`src/rtl/rf_wport_if.sv`:
```
// Bundle of the register-file write-port arbiter signals: writeback request,
// multi-cycle request/ready, pipeline stall, clear status and the rf write port.
interface rf_wport_if #(
  parameter int unsigned A_WIDTH = 5,
  parameter int unsigned D_WIDTH = 32
);
  logic               wb_we;
  logic [A_WIDTH-1:0] wb_ad;
  logic [D_WIDTH-1:0] wb_wd;
  logic               mc_valid;
  logic [A_WIDTH-1:0] mc_ad;
  logic [D_WIDTH-1:0] mc_wd;
  logic               mc_ready;
  logic               stall_wb;
  logic               clear_busy;
  logic               rf_we3;
  logic [A_WIDTH-1:0] rf_ad3;
  logic [D_WIDTH-1:0] rf_wd3;

  // Requesters and rf side.
  modport master (
    output wb_we, wb_ad, wb_wd, mc_valid, mc_ad, mc_wd,
    input  mc_ready, stall_wb, clear_busy, rf_we3, rf_ad3, rf_wd3
  );

  // Arbiter side.
  modport slave (
    input  wb_we, wb_ad, wb_wd, mc_valid, mc_ad, mc_wd,
    output mc_ready, stall_wb, clear_busy, rf_we3, rf_ad3, rf_wd3
  );
endinterface

```
`src/rtl/rf_wport_arbiter.sv`:
```
// Register-file write-port arbiter. Writeback normally wins; a multi-cycle
// requester refused STARVE_MAX cycles in a row forces writeback to stall once.
// Optional feature macro RF_CLEAR_EN: after reset, zero x1..x(2**A_WIDTH-1)
// through the write port before any request is accepted.
module rf_wport_arbiter #(
  parameter int unsigned A_WIDTH    = 5,
  parameter int unsigned D_WIDTH    = 32,
  parameter int unsigned STARVE_MAX = 4
) (
  input logic        clk,
  input logic        rst_n,
  rf_wport_if.slave  bus
);

  localparam logic [3:0] StarveMax = 4'(STARVE_MAX);

  logic               in_run;
  logic [A_WIDTH-1:0] clr_ad;
  logic               wb_req;
  logic               force_mc;
  logic               stall_wb;
  logic               mc_ready;
  logic [3:0]         starve_cnt_q, starve_cnt_d;
  logic               rf_we3_q, rf_we3_d;
  logic [A_WIDTH-1:0] rf_ad3_q, rf_ad3_d;
  logic [D_WIDTH-1:0] rf_wd3_q, rf_wd3_d;

`ifdef RF_CLEAR_EN
  typedef enum logic {StClear, StRun} state_e;

  state_e             state_q, state_d;
  logic [A_WIDTH-1:0] clr_idx_q, clr_idx_d;

  // Walk clr_idx over every non-zero register, then hand the port to RUN.
  always_comb begin
    state_d   = state_q;
    clr_idx_d = clr_idx_q;
    if (state_q == StClear) begin
      clr_idx_d = clr_idx_q + A_WIDTH'(1);
      if (clr_idx_q == '1) state_d = StRun;
    end
  end

  // Clear sequencer state.
  always_ff @(posedge clk or negedge rst_n) begin
    if (!rst_n) begin
      state_q   <= StClear;
      clr_idx_q <= A_WIDTH'(1);
    end else begin
      state_q   <= state_d;
      clr_idx_q <= clr_idx_d;
    end
  end

  assign in_run = (state_q == StRun);
  assign clr_ad = clr_idx_q;
`else
  assign in_run = 1'b1;
  assign clr_ad = '0;
`endif

  // Arbitration, next rf write and starvation counter.
  always_comb begin
    wb_req   = bus.wb_we && (bus.wb_ad != '0);
    force_mc = bus.mc_valid && (starve_cnt_q == StarveMax);
    // During clear every real writeback request is held off.
    stall_wb = in_run ? (wb_req && force_mc) : wb_req;
    mc_ready = in_run && bus.mc_valid && (!wb_req || force_mc);

    rf_we3_d = 1'b0;
    rf_ad3_d = rf_ad3_q;
    rf_wd3_d = rf_wd3_q;
    if (!in_run) begin
      rf_we3_d = 1'b1;
      rf_ad3_d = clr_ad;
      rf_wd3_d = '0;
    end else if (wb_req && !force_mc) begin
      rf_we3_d = 1'b1;
      rf_ad3_d = bus.wb_ad;
      rf_wd3_d = bus.wb_wd;
    end else if (mc_ready) begin
      // An mc write to x0 is consumed but never reaches the rf.
      rf_we3_d = (bus.mc_ad != '0);
      rf_ad3_d = bus.mc_ad;
      rf_wd3_d = bus.mc_wd;
    end

    starve_cnt_d = starve_cnt_q;
    if (!bus.mc_valid || mc_ready) begin
      starve_cnt_d = '0;
    end else if (starve_cnt_q != StarveMax) begin
      starve_cnt_d = starve_cnt_q + 4'd1;
    end
  end

  // Registered rf write port and starvation counter.
  always_ff @(posedge clk or negedge rst_n) begin
    if (!rst_n) begin
      rf_we3_q     <= 1'b0;
      rf_ad3_q     <= '0;
      rf_wd3_q     <= '0;
      starve_cnt_q <= '0;
    end else begin
      rf_we3_q     <= rf_we3_d;
      rf_ad3_q     <= rf_ad3_d;
      rf_wd3_q     <= rf_wd3_d;
      starve_cnt_q <= starve_cnt_d;
    end
  end

  assign bus.mc_ready   = mc_ready;
  assign bus.stall_wb   = stall_wb;
  assign bus.clear_busy = !in_run;
  assign bus.rf_we3     = rf_we3_q;
  assign bus.rf_ad3     = rf_ad3_q;
  assign bus.rf_wd3     = rf_wd3_q;

endmodule

```
`src/flat_wrapper.sv`:
```
// flat-port wrapper written by rule: the top's interface ports become plain ports
module rf_wport_arbiter_flat 
#(
  parameter int unsigned A_WIDTH    = 5,
  parameter int unsigned D_WIDTH    = 32,
  parameter int unsigned STARVE_MAX = 4
)
  (clk, rst_n, bus_wb_we, bus_wb_ad, bus_wb_wd, bus_mc_valid, bus_mc_ad, bus_mc_wd, bus_mc_ready, bus_stall_wb, bus_clear_busy, bus_rf_we3, bus_rf_ad3, bus_rf_wd3);
  rf_wport_if #(.A_WIDTH(A_WIDTH), .D_WIDTH(D_WIDTH)) bus_i ();
  input logic clk;
  input logic rst_n;
  input wire logic [$bits(bus_i.wb_we)-1:0] bus_wb_we;
  input wire logic [$bits(bus_i.wb_ad)-1:0] bus_wb_ad;
  input wire logic [$bits(bus_i.wb_wd)-1:0] bus_wb_wd;
  input wire logic [$bits(bus_i.mc_valid)-1:0] bus_mc_valid;
  input wire logic [$bits(bus_i.mc_ad)-1:0] bus_mc_ad;
  input wire logic [$bits(bus_i.mc_wd)-1:0] bus_mc_wd;
  output wire logic [$bits(bus_i.mc_ready)-1:0] bus_mc_ready;
  output wire logic [$bits(bus_i.stall_wb)-1:0] bus_stall_wb;
  output wire logic [$bits(bus_i.clear_busy)-1:0] bus_clear_busy;
  output wire logic [$bits(bus_i.rf_we3)-1:0] bus_rf_we3;
  output wire logic [$bits(bus_i.rf_ad3)-1:0] bus_rf_ad3;
  output wire logic [$bits(bus_i.rf_wd3)-1:0] bus_rf_wd3;
  assign bus_i.wb_we = bus_wb_we;
  assign bus_i.wb_ad = bus_wb_ad;
  assign bus_i.wb_wd = bus_wb_wd;
  assign bus_i.mc_valid = bus_mc_valid;
  assign bus_i.mc_ad = bus_mc_ad;
  assign bus_i.mc_wd = bus_mc_wd;
  assign bus_mc_ready = bus_i.mc_ready;
  assign bus_stall_wb = bus_i.stall_wb;
  assign bus_clear_busy = bus_i.clear_busy;
  assign bus_rf_we3 = bus_i.rf_we3;
  assign bus_rf_ad3 = bus_i.rf_ad3;
  assign bus_rf_wd3 = bus_i.rf_wd3;
  rf_wport_arbiter #(.A_WIDTH(A_WIDTH), .D_WIDTH(D_WIDTH), .STARVE_MAX(STARVE_MAX)) u_core (.clk(clk), .rst_n(rst_n), .bus(bus_i));
endmodule
```
`config.mk`:
```
export PLATFORM = sky130hd
export DESIGN_NAME = rf_wport_arbiter_flat
export DESIGN_NICKNAME = d
export VERILOG_FILES = /design/src/rtl/rf_wport_if.sv /design/src/rtl/rf_wport_arbiter.sv /design/src/flat_wrapper.sv
export SDC_FILE = /design/constraint.sdc
export NUM_CORES = 1
export LEC_CHECK = 0
export BUFFER_PORTS_ARGS = -buffer_cell sky130_fd_sc_hd__buf_2
export CAP_MARGIN = 10
export CORE_ASPECT_RATIO = 1.1
export CORE_MARGIN = 2
export CORE_UTILIZATION = 45
export DETAILED_ROUTE_END_ITERATION = 7
export PLACE_DENSITY = 0.83
export SLEW_MARGIN = 0
export SYNTH_ARGS = -nofsm -noshare
export SYNTH_HDL_FRONTEND = slang
export SYNTH_SLANG_ARGS = --single-unit
```
`constraint.sdc`:
```
create_clock -name clk -period 2.2 [get_ports clk]
set_input_delay 0.33 -clock clk [delete_from_list [all_inputs] [get_ports clk]]
set_output_delay 0.33 -clock clk [all_outputs]
set_load 0.005 [all_outputs]
```
==> results of run 1 <==
==> registers in the layout (all words and copies together), names as in the netlist <==
signal / count
u_core.bus.rf_wd3: 32
u_core.starve_cnt_q: 4
u_core.bus.rf_ad3: 5
u_core.bus.rf_we3: 1
==> per-stage QoR <==
| stage | setup WS (ns) | hold WS [ns] | instances |
|---|---|---|---|
| floorplan | 0.3277 | 0.03441 | 149 |
| global placement | 0.2585 | 0.2612 | 320 |
| detailed placement | 0.2150 | 0.2650 | 320 |
| CTS | 0.2890 | 0.2577 | 329 |
| global route | 0.2030 | 0.2544 | 329 |
| finish | 0.3176 | 0.2642 | 329 |
==> kinds of logic (layout without fill, tap and decap cells) <==
group / count (synthesis) / after routing / share of synthesized area
muxes: 74 / 74 / 0.4229
DFF: 42 / 42 / 0.4626
buffers and inverters: 14 / 136 / 0.05121
and+or+nand+nor: 11 / 11 / 0.02918
AOI/OAI and AO/OA: 3 / 3 / 0.01377
adders and majority gates: 2 / 2 / 0.01101
xor gates and xnor gates: 2 / 2 / 0.007711
other: 1 / 1 / 0.001650
==> cells in the final DEF, fill, tap and decap left out, types with 2 or more instances in the layout <==
master and instances:
buf_2 117, dfrtp_1 42, mux2_2 40, mux2_4 34, clkbuf_8 6, buf_4 5, inv_1 4, nor3_1 4
o21ai_0 2, ha_1 2
==> worst max-delay path, cell delays in order (launching register included) <==
cell,delay (ns)
dfrtp_1,0.42
inv_1,0.07
ha_1,0.14
nand4b_1,0.20
o211ai_4,0.17
and2_1,0.16
buf_2,0.11
==> final cells by class <==
cell class,count,area [µm²],share of cell area
clock buffer,7,86.33,0.02889
clock inverter,1,5.005,0.001675
inverter,4,15.01,0.005025
multi-input combinational,93,1105,0.3698
sequential,42,1051,0.3518
tap,58,72.57,0.02429
timing repair buffer,124,653.1,0.2186
==> where the power goes <==
part | leakage (µW) | switching (µW) | internal, µW
clock | 0.0000482 | 253 | 253
combinational | 0.000992 | 157 | 282
sequential | 0.000497 | 40.1 | 849
==> per-layer routing <==
layer  GRT usage  up-vias  wire length (µm)
li1            -      772                 -
met1      0.1990      792              1900
met2      0.3074       65              2591
met3     0.05006        9               290
met4     0.06604        0                76
met5           0        -                 0
==> worst paths after layout <==
kind	start	cells after the start	to
worst max-delay path	u_core.starve_cnt_q[0]	6	bus_mc_ready
worst min-delay path	bus_wb_wd[26]	2	u_core.bus.rf_wd3[26]
worst max register to register	u_core.starve_cnt_q[0]	6	u_core.bus.rf_wd3[17]
worst min register to register	u_core.starve_cnt_q[0]	1	u_core.starve_cnt_q[0]
max in group asynchronous	rst_n	3	u_core.bus.rf_wd3[17]
min in group asynchronous	rst_n	2	u_core.bus.rf_wd3[13]
==> results.toml, run 1 <==
[timing]
final-setup-viol-count = 0
drv_slew = 0
rsz0062_at_grt = "no"
tns_ns = 0
fmax_ghz = 0.5312
fin_crit_sh = 0.8556
layout_min_cycle_time_ns = 1.882
finalHoldViolCount = 0
skew_ns = 0.003228

[placed_design]
place_hpwl_mm = 3.890
place_congestion = 0.7730
io_buffers = 117
place_area_um2 = 2887

[logic_synthesis]
ys_types = 23
syn_nets = 229
yosys-top-cells-count = "42 x dfrtp_1, 40 x mux2_2, 34 x mux2_4"
synth_edf_count = 0
ys_seq_area_frac = 0.4626
yosysWarnings = 0
netlist_instances = 149
ys.flop_type = "dfrtp_1"
ys_seq_elements = 42
yosysMostFrequentCell = "dfrtp_1"
netlist.area_leader.share = 0.4626
yosysTopAreaCell = "dfrtp_1"
syn_area_um2 = 2272
synthArstFlopShare = 1.000
synth_area_leaders = "dfrtp_1 46%, mux2_4 22%, mux2_2 20%, buf_12 2.6%, ha_1 1.1%"
avgSynthCellArea_um2 = 15.25

[power]
power.leakage_uw = 0.001537
total_power_uw = 1834
power_density_nw_per_um2 = 613.9
ir_drop_uv = 369.4

[layout]
final_area_um2 = 2988
utilization = 0.6058
drive_gt1_frac = 0.7601
fill_cells = 395
area_growth_pct = 31.50
n_antenna_cell = 0
nets = 350

[cts]
cts_num_sinks = 42
clockRootBuffer = "clkbuf_8"
hold_buffers = 1
post_cts_buffers = 0
clk_latency_ns = 0.29
post_cts_resize_count = 0
cts_buffer_depth = 2
cts.reportedPaths.clkPinSlew_ns = 0.08
cts_buffers = 5
htreeDepth = 2
cts_tree = "done"

[detailed_routing]
antenna_left = 0
dr.pass1.iters = 4
vias_per_cell = 4.979
drt_iter0_drc = 41
routed-via-count = 1638
wl_mm = 4.860
wl_per_cell_um = 14.77
drc = 0

[floorplanning]
start_util = 0.4607
fp.dieArea_um2 = 5634
core_um2 = 4932
die_height_um = 78.53
pin_count = 119
die_w_um = 71.75
fp-row-count = 27

[worst_setup_path]
crit_type = "reg -> out"
required_ns = 1.87
critPathLaunchType = "register"
crit_path_max_fanout = 4
end_kind = "primary output"
arrival_ns = 1.55
r2r_slack_ns = 0.45

[outcome]
status = "finished, final reports clean"

[global_routing]
grt_pass1_vias = 1707
grt_pass1_wl_mm = 7.672
antenna_found_initial = 0
grt_use_total = 0.1749
overflow = 0
grt_max_degree = 29

[hold_path]
hold_class = "in -> reg"

[flow_run]
drv_cap = 0
Note: power is estimated with default switching activity, not from simulation.
==> run 2, diff against run 1 <==
CORE_MARGIN = not set   (was 2)
RECOVER_POWER = 100   (was not set)
==> results.toml, run 2 (same netlist as run 1, synthesis figures left out) <==
[placed_design]
place_hpwl_mm = 3.515
io_buffers = 117
place_congestion = 0.7362
dpl.cell_count = 318

[flow_run]
drv_cap = 0

[layout]
stdcell_count = 326
final_common_cell = "buf_2"
drive_gt1_frac = 0.5926
largest_register_ffs = 32
layout_common_cells = "105 x buf_2, 42 x dfrtp_1, 40 x mux2_2"
area_growth_pct = 24.45
fill_cells = 420
utilization = 0.5954
nets = 349
n_antenna_cell = 0

[timing]
skew_ns = 0.003022
layout_min_cycle_time_ns = 1.885
fmax_ghz = 0.5304
max-slew-margin-rel = 0.3431
rsz0062_at_grt = "no"
worstMarginPinSlew_ns = 0.9853
final-setup-viol-count = 0
tns_ns = 0
finalHoldViolCount = 0
drv_slew = 0
fin_crit_sh = 0.8569

[power]
power.leakage_uw = 0.001353
power_density_nw_per_um2 = 618.6
ir_drop_uv = 275.5

[floorplanning]
pin_count = 119
core_um2 = 4750
die_height_um = 76.53
fp-row-count = 26
die_w_um = 69.75
start_util = 0.4784
fp.dieArea_um2 = 5338

[cts]
cts_buffers = 5
post_cts_resize_count = 0
htreeDepth = 2
hold_buffers = 0
post_cts_buffers = 0
cts_num_sinks = 42
cts.reportedPaths.clkPinSlew_ns = 0.07
clockRootBuffer = "clkbuf_8"
clk_latency_ns = 0.29
cts_buffer_depth = 2
cts_tree = "done"

[worst_setup_path]
critPathLaunchType = "register"
crit_path_max_fanout = 4
crit_type = "reg -> out"
arrival_ns = 1.56
end_kind = "primary output"
required_ns = 1.87

[detailed_routing]
wl_per_cell_um = 13.71
wl_mm = 4.468
drc = 0
dr.pass1.iters = 3
drt_iter0_drc = 43
routed-via-count = 1587
vias_per_cell = 4.868
antenna_left = 0

[global_routing]
grt_pass1_vias = 1696
antenna_found_initial = 0
grt_use_total = 0.1728
grt_max_degree = 43
overflow = 0
grt_pass1_wl_mm = 7.362

[outcome]
status = "finished, final reports clean"

[hold_path]
hold_class = "in -> reg"
run 2: cell count changes in the layout (fill, tap and decap cells not counted):
cell / change
buf_4: -3
clkbuf_1: +13
dlygate4sd3_1: -1
mux2_1: +33
mux2_4: -33
buf_2: -12
clkbuf_2: +2
run 2: stage by stage:
stage	setup slack, ns	total power [µW]	instance area (µm²)	hold WS (ns)
6_report	0.3147	1749	2828	0.2562
5_1_grt	0.1827	1858	2828	0.2356
4_1_cts	0.2625	1854	2988	0.1135
3_5_place_dp	0.2554	1345	2897	0.4343
3_3_place_gp	0.2784	1333	2897	0.4242
2_1_floorplan	0.3277	1159	2272	0.03441
run 2: layout make-up:
cell class / instances / area, µm² / area share
Sequential cell: 42 / 1051 / 0.3717
Multi-Input combinational cell: 93 / 980.9 / 0.3469
Timing Repair Buffer: 123 / 619.3 / 0.2190
Clock buffer: 7 / 86.33 / 0.03053
Tap cell: 56 / 70.07 / 0.02478
Inverter: 4 / 15.01 / 0.005310
Clock inverter: 1 / 5.005 / 0.001770
run 2: worst max-delay path, cell delays in order, from the launching register on:
cell,delay (ns)
dfrtp_1,0.41
inv_1,0.07
ha_1,0.14
nand4b_1,0.19
o211ai_4,0.18
and2_1,0.16
clkbuf_1,0.12
run 2: power breakdown:
part	switching, µW	leakage, µW	internal, µW
combinational	145	0.000808	216
sequential	39.0	0.000497	849
clock	247	0.0000482	253
total	431	0.00135	1320
run 2: metal layers:
metal  part of all wire  GRT usage  vias up
met4              0.018    0.05600        0
met2               0.50     0.3155       75
met5                  0          0        -
li1                   -          -      762
met3              0.065    0.05026        9
met1               0.41     0.1908      741
run 2: path summary, 6_finish.rpt:
path	startpoint	endpoint	slack (ns)	cells past startpoint
max	u_core.starve_cnt_q[0]	bus_mc_ready	0.31	6
min	bus_wb_wd[10]	u_core.bus.rf_wd3[10]	0.26	2
max reg2reg	u_core.starve_cnt_q[0]	u_core.bus.rf_ad3[0]	0.33	6
min reg2reg	u_core.starve_cnt_q[0]	u_core.starve_cnt_q[0]	0.50	1
max in group asynchronous	rst_n	u_core.bus.rf_wd3[13]	1.31	2
min in group asynchronous	rst_n	u_core.bus.rf_wd3[14]	0.27	2
==> run 3, diff against run 2 <==
PLACE_DENSITY = 0.8   (was 0.83)
==> results.toml, run 3 (same netlist as run 1, synthesis figures left out) <==
[cts]
post_cts_resize_count = 0
clk_latency_ns = 0.28
post_cts_buffers = 0
cts_num_sinks = 42
cts.reportedPaths.clkPinSlew_ns = 0.08
htreeDepth = 2
hold_buffers = 1
cts_tree = "done"
cts_buffers = 5
cts_buffer_depth = 2
clockRootBuffer = "clkbuf_8"

[detailed_routing]
vias_per_cell = 4.859
drc = 0
dr.pass1.iters = 4
routed-via-count = 1584
wl_per_cell_um = 14.29
wl_mm = 4.659
drt_iter0_drc = 37
antenna_left = 0

[layout]
final_common_cell = "buf_2"
drive_gt1_frac = 0.5815
largest_register_ffs = 32
area_growth_pct = 24.72
n_antenna_cell = 0
layout_common_cells = "103 x buf_2, 42 x dfrtp_1, 40 x mux2_2"
nets = 350

[hold_path]
hold_class = "in -> reg"
hold_path_startpoint = "bus_wb_wd[6]"
whs_endpoint = "u_core.bus.rf_wd3[6]"
holdPathStages = 2

[timing]
final-setup-viol-count = 0
hold_ws_ns = 0.2528
finalHoldViolCount = 0
fin_crit_sh = 0.8625
tns_ns = 0
rsz0062_at_grt = "no"
layout_min_cycle_time_ns = 1.897
drv_slew = 0
fmax_ghz = 0.5270
skew_ns = 0.006140
max-slew-margin-rel = 0.3110
worstMarginPinSlew_ns = 1.034

[worst_setup_path]
worstReg2RegEnd = "u_core.bus.rf_wd3[27]"
critical-path-top-delay-family = "flip-flops"
max_stage_delay_ns = 0.41
path_cells = "inv_1 -> ha_1 -> nand4b_1 -> o211ai_4 -> and2_1 -> clkbuf_2"
slowest_stage = "dfrtp_1"
r2r_slack_ns = 0.52
critPathBufInv = 2
end_kind = "primary output"
r2r_start = "u_core.starve_cnt_q[0]"
arrival_ns = 1.57
required_ns = 1.87
crit_path_max_fanout = 4
r2r_cells = 6
crit_type = "reg -> out"
critPathLaunchType = "register"

[floorplanning]
pin_count = 119
die_w_um = 69.75
start_util = 0.4784
die_height_um = 76.53
fp-row-count = 26
core_um2 = 4750
fp.dieArea_um2 = 5338

[global_routing]
grt_pass1_vias = 1718
overflow = 0
grt_use_total = 0.1864
antenna_found_initial = 0
grt_pass1_wl_mm = 7.817
grt_max_degree = 24

[power]
power_density_nw_per_um2 = 606.0
ir_drop_uv = 286.3
total_power_uw = 1717
power.leakage_uw = 0.001349

[outcome]
status = "finished, final reports clean"

[placed_design]
io_buffers = 117
place_congestion = 0.7734
place_hpwl_mm = 3.528

[flow_run]
drv_cap = 0
run 3: cell types whose count changed in the layout (fill, tap and decap cells not counted), sizes merged:
| cell | previous run | this run |
|---|---|---|
| buf | 108 | 107 |
| clkbuf | 22 | 21 |
| clkinv | 1 | 2 |
| dlygate4sd3 | 0 | 1 |
run 3: metrics by stage:
step	setup WS, ns	instance area, µm²	instances	utilization
2_1_floorplan	0.3277	2272	149	-
3_3_place_gp	0.2616	2897	318	0.6099
3_5_place_dp	0.2204	2897	318	0.6099
4_1_cts	0.2984	2985	326	0.6286
5_1_grt	0.2009	2834	326	0.5967
6_report	0.3026	2834	326	0.5967
run 3: final cells by class:
| type | instances | area (µm²) |
|---|---|---|
| Fill cell | 434 | 1916 |
| Sequential cell | 42 | 1051 |
| Multi-Input combinational cell | 93 | 977.2 |
| Timing Repair Buffer | 124 | 641.9 |
| Tap cell | 56 | 70.07 |
| Clock buffer | 5 | 68.82 |
| Inverter | 4 | 15.01 |
| Clock inverter | 2 | 10.01 |
run 3: per-layer routing:
metal	GRT usage	part of all wire
met5	0	0
met4	0.05000	0.0067
met3	0.05159	0.057
met2	0.3194	0.50
met1	0.2305	0.44
run 3: worst max-delay path by stage:
| stage | slack (ns) | depth (start not counted) | start | to |
|---|---|---|---|---|
| 4_1_cts | 0.30 | 6 | u_core.starve_cnt_q[0] | bus_mc_ready |
| 6_report | 0.30 | 6 | u_core.starve_cnt_q[0] | bus_mc_ready |
| 5_1_grt | 0.20 | 3 | rst_n | u_core.bus.rf_wd3[7] |
| 2_1_floorplan | 0.33 | 4 | bus_wb_ad[3] | bus_mc_ready |
| 3_3_place_gp | 0.26 | 5 | bus_wb_ad[3] | u_core.bus.rf_wd3[4] |
| 3_5_place_dp | 0.22 | 5 | bus_wb_ad[3] | u_core.bus.rf_wd3[3] |
run 3: where the power goes:
part           switching [µW]  leakage, µW  internal (µW)
Sequential               38.2     0.000497            849
Clock                     250    0.0000438            213
Combinational             149     0.000808            218
